`src/rtl/bus_sequencer.sv`:
```
// Instruction sequencer for the 8-bit register/bus datapath: fetches bytes over req/ack,
// then issues a drive phase followed by a capture phase, and resolves conditional jumps.
module bus_sequencer #(
  parameter logic [7:0]  RESET_PC      = 8'h00,
  parameter int unsigned FETCH_TIMEOUT = 16
) (
  input  logic       clk,
  input  logic       rst_n,
  input  logic       run,
  output logic [7:0] code_addr,
  output logic       code_rd_req,
  input  logic       code_rd_ack,
  input  logic [7:0] code_data,
  input  logic [7:0] cond_value,
  input  logic [7:0] jump_target,
  output logic [7:0] load_en,
  output logic [7:0] save_en,
  output logic       alu_sel,
  output logic [2:0] alu_order,
  output logic       imm_sel,
  output logic [5:0] imm_value,
  output logic       busy,
  output logic       fault
);

  typedef enum logic [2:0] {
    IDLE,
    FETCH,
    DRIVE,
    WRITE,
    FAULT
  } state_t;

  localparam logic [1:0] OP_MOV = 2'b00;
  localparam logic [1:0] OP_ALU = 2'b01;
  localparam logic [1:0] OP_IMM = 2'b10;
  localparam logic [1:0] OP_JMP = 2'b11;

  localparam logic [7:0] LAST_WAIT = 8'(FETCH_TIMEOUT - 1);

  state_t     state;
  state_t     nxt_state;
  logic [7:0] instr;
  logic [7:0] nxt_instr;
  logic [7:0] pc;
  logic [7:0] nxt_pc;
  logic [7:0] wait_cnt;
  logic [7:0] nxt_wait_cnt;

  logic [7:0] nxt_load;
  logic [7:0] nxt_save;
  logic       nxt_alu;
  logic       nxt_imm;
  logic       nxt_exec;

  // Upper cond bit inverts the base test: never/==0/<0/<=0 become always/!=0/>=0/>0.
  function automatic logic cond_holds(input logic [2:0] cond, input logic [7:0] value);
    logic zero;
    logic neg;
    logic base;
    zero = (value == 8'h00);
    neg  = value[7];
    case (cond[1:0])
      2'b00:   base = 1'b0;
      2'b01:   base = zero;
      2'b10:   base = neg;
      default: base = neg | zero;
    endcase
    return cond[2] ? ~base : base;
  endfunction

  always_comb begin
    nxt_state    = state;
    nxt_instr    = instr;
    nxt_pc       = pc;
    nxt_wait_cnt = wait_cnt;
    case (state)
      IDLE: begin
        if (run) begin
          nxt_state    = FETCH;
          nxt_wait_cnt = 8'h00;
        end
      end
      FETCH: begin
        if (code_rd_ack) begin
          nxt_instr    = code_data;
          nxt_wait_cnt = 8'h00;
          nxt_state    = DRIVE;
        end else if (wait_cnt == LAST_WAIT) begin
          nxt_state = FAULT;
        end else begin
          nxt_wait_cnt = wait_cnt + 8'h01;
        end
      end
      DRIVE: begin
        if (instr[7:6] == OP_JMP) begin
          nxt_pc    = cond_holds(instr[2:0], cond_value) ? jump_target : pc + 8'h01;
          nxt_state = run ? FETCH : IDLE;
        end else begin
          nxt_state = WRITE;
        end
      end
      WRITE: begin
        nxt_pc    = pc + 8'h01;
        nxt_state = run ? FETCH : IDLE;
      end
      FAULT: begin
        nxt_state = FAULT;
      end
      default: begin
        nxt_state = FAULT;
      end
    endcase
  end

  // Strobes are decoded from the upcoming state so they come straight out of flops.
  always_comb begin
    nxt_load = 8'h00;
    nxt_save = 8'h00;
    nxt_alu  = 1'b0;
    nxt_imm  = 1'b0;
    nxt_exec = (nxt_state == DRIVE) || (nxt_state == WRITE);
    if (nxt_exec) begin
      case (nxt_instr[7:6])
        OP_MOV: begin
          nxt_load = 8'b1 << nxt_instr[5:3];
          if (nxt_state == WRITE) nxt_save = 8'b1 << nxt_instr[2:0];
        end
        OP_ALU: begin
          nxt_alu = 1'b1;
          if (nxt_state == WRITE) nxt_save = 8'h08;
        end
        OP_IMM: begin
          nxt_imm = 1'b1;
          if (nxt_state == WRITE) nxt_save = 8'h01;
        end
        default: begin
          nxt_load = 8'h00;
        end
      endcase
    end
  end

  always_ff @(posedge clk) begin
    if (!rst_n) begin
      state       <= IDLE;
      instr       <= 8'h00;
      pc          <= RESET_PC;
      wait_cnt    <= 8'h00;
      code_addr   <= RESET_PC;
      code_rd_req <= 1'b0;
      load_en     <= 8'h00;
      save_en     <= 8'h00;
      alu_sel     <= 1'b0;
      alu_order   <= 3'b000;
      imm_sel     <= 1'b0;
      imm_value   <= 6'b000000;
      busy        <= 1'b0;
      fault       <= 1'b0;
    end else begin
      state       <= nxt_state;
      instr       <= nxt_instr;
      pc          <= nxt_pc;
      wait_cnt    <= nxt_wait_cnt;
      code_addr   <= nxt_pc;
      code_rd_req <= (nxt_state == FETCH);
      load_en     <= nxt_load;
      save_en     <= nxt_save;
      alu_sel     <= nxt_alu;
      alu_order   <= nxt_instr[2:0];
      imm_sel     <= nxt_imm;
      imm_value   <= nxt_instr[5:0];
      busy        <= (nxt_state == FETCH) || nxt_exec;
      fault       <= (nxt_state == FAULT);
    end
  end

endmodule
```
`config.mk`:
```
export PLATFORM = sky130hd
export DESIGN_NAME = bus_sequencer
export DESIGN_NICKNAME = d
export VERILOG_FILES = /design/src/rtl/bus_sequencer.sv
export SDC_FILE = /design/constraint.sdc
export NUM_CORES = 1
export LEC_CHECK = 0
export ABC_CLOCK_PERIOD_IN_PS = 1810
export BUFFER_PORTS_ARGS = -buffer_cell sky130_fd_sc_hd__buf_4
export CORE_AREA = 3 3 77 93
export DETAILED_ROUTE_END_ITERATION = 7
export DIE_AREA = 0 0 80 96
export PLACE_DENSITY = 0.56
export REMOVE_ABC_BUFFERS = 1
export SETUP_SLACK_MARGIN = 0.15
export SYNTH_ARGS = -nofsm -noshare
export SYNTH_HDL_FRONTEND = slang
export SYNTH_SLANG_ARGS = --single-unit
```
`constraint.sdc`:
```
create_clock -name clk -period 1.81 [get_ports clk]
set_input_delay 0.0905 -clock clk [delete_from_list [all_inputs] [get_ports clk]]
set_output_delay 0.0905 -clock clk [all_outputs]
set_load 0.05 [all_outputs]
```
Word level (Yosys, flattened, before mapping)
Cells that the tools add are included.

word-level totals
  flip-flop bits (word level) = 57
  latch bits = 0
  RAM bits = 0
  bits in read-only memories = 0
  input port bits = 28
  word-level logic and storage cells = 72
  memories kept = 0

operators by class
  add/subtract/negate cells = 2
  multiply operators = 0
  divide/modulo/power cells = 0
  $lt $le $gt $ge = 0
  eq/ne operators = 16
  shifts and indexed selects = 2
  muxes and demuxes = 25
  bitwise gates (word level) = 2
  reductions and logical operators = 12

operator list
  cell                                             number
  two-way mux 8 bit                                8
  one-hot mux 8 bit (2 select lines)               2
  one-hot mux 8 bit (3 select lines)               1
  adder 8 x 1 -> 8 bit, second input constant      2
  << shifter 1 x 3 -> 8 bit, first input constant  2
  == test 3 x 2 -> 1 bit, second input constant    4
  one-hot mux 3 bit (4 select lines)               1
  two-way mux 3 bit                                3
  == test 8 x 4 -> 1 bit, second input constant    1
  logical NOT 8 bit                                1
  two-way mux 1 bit                                7
  == test 2 bit, second input constant             3
  == test 3 x 1 -> 1 bit, second input constant    2
  AND reduction 3 bit                              2
  == test 2 x 1 -> 1 bit, second input constant    2
  logical NOT 2 bit                                2
  two-way mux 4 bit                                1
  != test 2 bit, second input constant             2
  AND reduction 2 bit                              2
  nonzero test 2 bit                               2
  == test 3 bit, second input constant             1
  logical NOT 3 bit                                1
  != test 3 bit, second input constant             1
  one-hot mux 1 bit (3 select lines)               1
  4 further kinds                                  5

Longest topological paths before layout
  depth in word-level cells = 10
  gate-level depth with buffers = 8

Least setup slack after synthesis
Ideal clock, no wire load.

  path kind = register to register
  start point = register pc[2]
  end point = register pc[7]
  setup time = 0.074 ns
  data arrival time = 1.991 ns
  required time = 1.736 ns
  setup slack = -0.255 ns
  stages on the path, launching flop included = 6
  buffers on the path = 0
  period minus slack after synthesis = 2.065 ns
  path through = dfxtp_1 nand3_1 or2_1 or2_0 or4b_1 a31oi_1

on the way
  cells in the longest elaborated chain, start to end = 4

RTL lines
  element                               RTL line  text
  start, declared                       45        logic [7:0] pc;
  start signal, assigned                163       pc <= nxt_pc;
  adder 8 x 1 -> 8 bit *                97, 104
  two-way mux 8 bit                     97        nxt_pc = cond_holds(instr[2:0], cond_value) ? jump_target : pc + 8'h01;
  two-way mux 8 bit                     96        if (instr[7:6] == OP_JMP) begin
  one-hot mux 8 bit (2 select lines) *  77        case (state)

Every way passes the cells marked *; elsewhere a longest branch is shown, timed or not. The select of a mux whose other input is x is not followed.
A chain may end at the register's enable or synchronous reset.

Worst setup path after layout
  start point = register state[2]
  end point = register load_en[6]

on the way
  cells in the longest elaborated chain, start to end = 6
  elaborated cells on any way between the ends = 15
  those cells by class = eq/ne: 5; shift: 1; mux: 5; reduce/logical: 4

RTL lines
  element                             RTL line  text
  start, declared                     41        state_t state;
  start signal, assigned              161       state <= nxt_state;
  two-way mux 3 bit                   89        end else if (wait_cnt == LAST_WAIT) begin
  two-way mux 3 bit                   85        if (code_rd_ack) begin
  one-hot mux 3 bit (4 select lines)  77
  == test 3 x 2 -> 1 bit              122       nxt_exec = (nxt_state == DRIVE) || (nxt_state == WRITE);
  logical OR 1 bit                    122
  AND reduction 3 bit (no line)       -
  end signal, assigned                167       load_en <= nxt_load;
  end, declared                       16        output logic [7:0] load_en,

Parallel ways exist; a longest one is shown, timed or not.

==> impl_metrics.toml <==
[clock_network]
cts_root_buffer = "clkbuf_8"
cts_tree = "built"
cts_buffers = 5
htree_levels = 2
clock_latency_ps = 300
clockBufferDepth = 2
clk_pin_slew_ps = 90
cts_hold_buffers = 0
cts.sink_count = 48

[synthesis]
synthFlopType = "dfxtp_1"
synth_area_leader_cell = "dfxtp_1"
synthDistinctLibCells = 46
syn_area_per_cell_um2 = 8.53
ys_seq_elements = 48
synth_most_common_cell = "dfxtp_1"
syn_inst = 256
synth_common_cells = "dfxtp_1 (48), nor2_1 (37), nand2_1 (25), a31oi_1 (14), nand3_1 (13)"
ys_seq_area_share_pct = 44.0
ys_warn_count = 0
synth_edf_count = 0
synth_area_um2 = 2180
synth.top_cell.area_share_pct = 44.0
synthTopCellsByArea = "dfxtp_1 (44%), nor2_1 (6.4%), mux2i_1 (4.6%)"
async_flop_share_pct = 0

[detailed_routing]
avgRoutedWirePerCell_um = 12.5
drt_iter0_drc = 44
drc_errors = 0
ant_nets = 0
drt_first_pass_iters = 4
wirelength_um = 5480
vias = 2154
vias_per_cell = 4.92

[die]
coreArea_um2 = 6410
fp.dieW_um = 80
std_cell_rows = 32
initial_core_util_pct = 34.1
dieArea_um2 = 7680
die_h_um = 96
ioPinCount = 66

[power]
peakVddDrop_mv = 0.439
p_leak_uw = 0.00137
total_power_uw = 2270
power.density_nw_per_um2 = 672

[timing]
period_share_pct = 98.1
period_minus_slack_ps = 1780
hold_viol = 0
fin_skew_ps = 7.11
finalMaxSlewViolations = 0
fmax_ghz = 0.563
slew-limit-headroom_pct = 60.9
setup_viol = 0
rsz0062_at_grt = "true"
tightest_slew_ps = 586

[placed_design]
place_hpwl_um = 3950
place.gp.congestion = 0.770
io_buffer_count = 65
placedCellCount = 418

[cells_and_area]
n_antenna_cell = 0
fin_cells = 438
drive_gt1_share_pct = 45.0
nNetsFinal = 382
area_growth_pct = 54.9

[global_route]
antenna_found_initial = 0
grt_pass1_wl_um = 8660
grt_pass1_vias = 1942
grt_util_all_layers_pct = 14.1
overflow = 0
grt_start_max_net_pins = 19

[min_path]
whs_path_depth = 2
hold_path.class = "primary input to flop"

[critical_path]
start_kind = "flop"
reg2regPathDepth = 5
worstPathRequired_ps = 2060
path_max_fanout = 4
path_class = "flop to flop"
end_kind = "flop"
cp.arrival_ps = 2020

[outcome]
status = "completed"

[flow_run]
maxCapViolations = 0
## sequential cells by signal, indices dropped and copies added, names as in the netlist, 2 cells and up
| signal | flops |
|---|---|
| load_en | 8 |
| wait_cnt | 8 |
| pc | 8 |
| save_en | 8 |
| instr | 3 |
| alu_order | 2 |
| imm_value | 3 |
| state | 3 |
## power breakdown
group	switching (µW)	internal [µW]	total, µW	leakage (µW)
Combinational	258	232	490	0.000932
Sequential	25.4	1080	1110	0.000393
Clock	364	310	673	0.0000434
Total	647	1630	2270	0.00137
## worst max-delay path, stage by stage, from the launching register on
cell and delay [ps]:
dfxtp_2 340, nor4bb_4 260, buf_4 170, mux2_4 310, or4_4 550, nor2_1 100
## path summary, 6_finish.rpt
path / endpoint / slack [ps] / from
max: load_en[6] / 30 / state[2]
min: state[0] / 50 / rst_n
max reg2reg: load_en[6] / 30 / state[2]
min reg2reg: wait_cnt[1] / 480 / wait_cnt[1]
## metal layers
metal  vias up  routed length, µm  GRT usage, %
li1       1087                  -             -
met1      1010               2400          16.7
met2        51               2700          24.9
met3         6                309          2.81
met4         0                 67          5.21
met5         -                  0             0
## through the flow
| step | utilization [%] | instance area [µm²] | hold WS, ps | setup slack [ps] | TNS, ps |
|---|---|---|---|---|---|
| after global placement | 45.4 | 2910 | 355 | 12.1 | 0 |
| after CTS | 49.4 | 3160 | 39.5 | 21.7 | 0 |
| after global routing | 52.8 | 3380 | 58.9 | -24.3 | -81.2 |
| after floorplan | - | 2070 | 208 | -2340 | -56460 |
| final | 52.8 | 3380 | 46.4 | 34.2 | 0 |
| after detailed placement | 45.4 | 2910 | 357 | -32.0 | -97.4 |
## kinds of logic (layout without fill, tap and decap cells)
logic type	count (synthesis)	count (layout)	synth area share [%]
buffers and inverters	26	123	6.59
AOI/OAI and AO/OA	41	41	12.3
muxes	12	12	5.61
and+or+nand+nor	120	120	27.6
xor gates and xnor gates	7	7	2.81
DFF	48	48	44.0
adders and majority gates	2	2	1.15
## placed cells by master (no fill, tap or decap), types with 3 or more instances in the layout
cell type	count
a21oi_1	6
a2bb2oi_1	6
a31oi_1	14
buf_4	99
buf_6	6
clkbuf_8	6
dfxtp_1	39
dfxtp_2	9
inv_1	8
mux2i_1	6
mux2i_4	3
nand2_1	24
nand2b_1	3
nand3_1	10
nor2_1	34
nor3_1	7
nor3b_1	4
or2_1	3
xnor2_1	5
## final cells by class
type                    instances  area [µm²]
clock buffers                   6        82.6
well taps                      85         106
repair buffers                107         846
flip-flops and latches         48         972
fillers                       619        3020
multi-input cells             182        1330
inverters                       8        30.0
clock inverters                 2        15.0
## what timing repair did
action / 4_1_cts / 5_1_grt
gates resized for setup: 26 / 42
setup buffers: 7 / 5
setup endpoints to repair: 25 / 29
pin swaps: 16 / 20
Power figures use the tool's default switching activity.
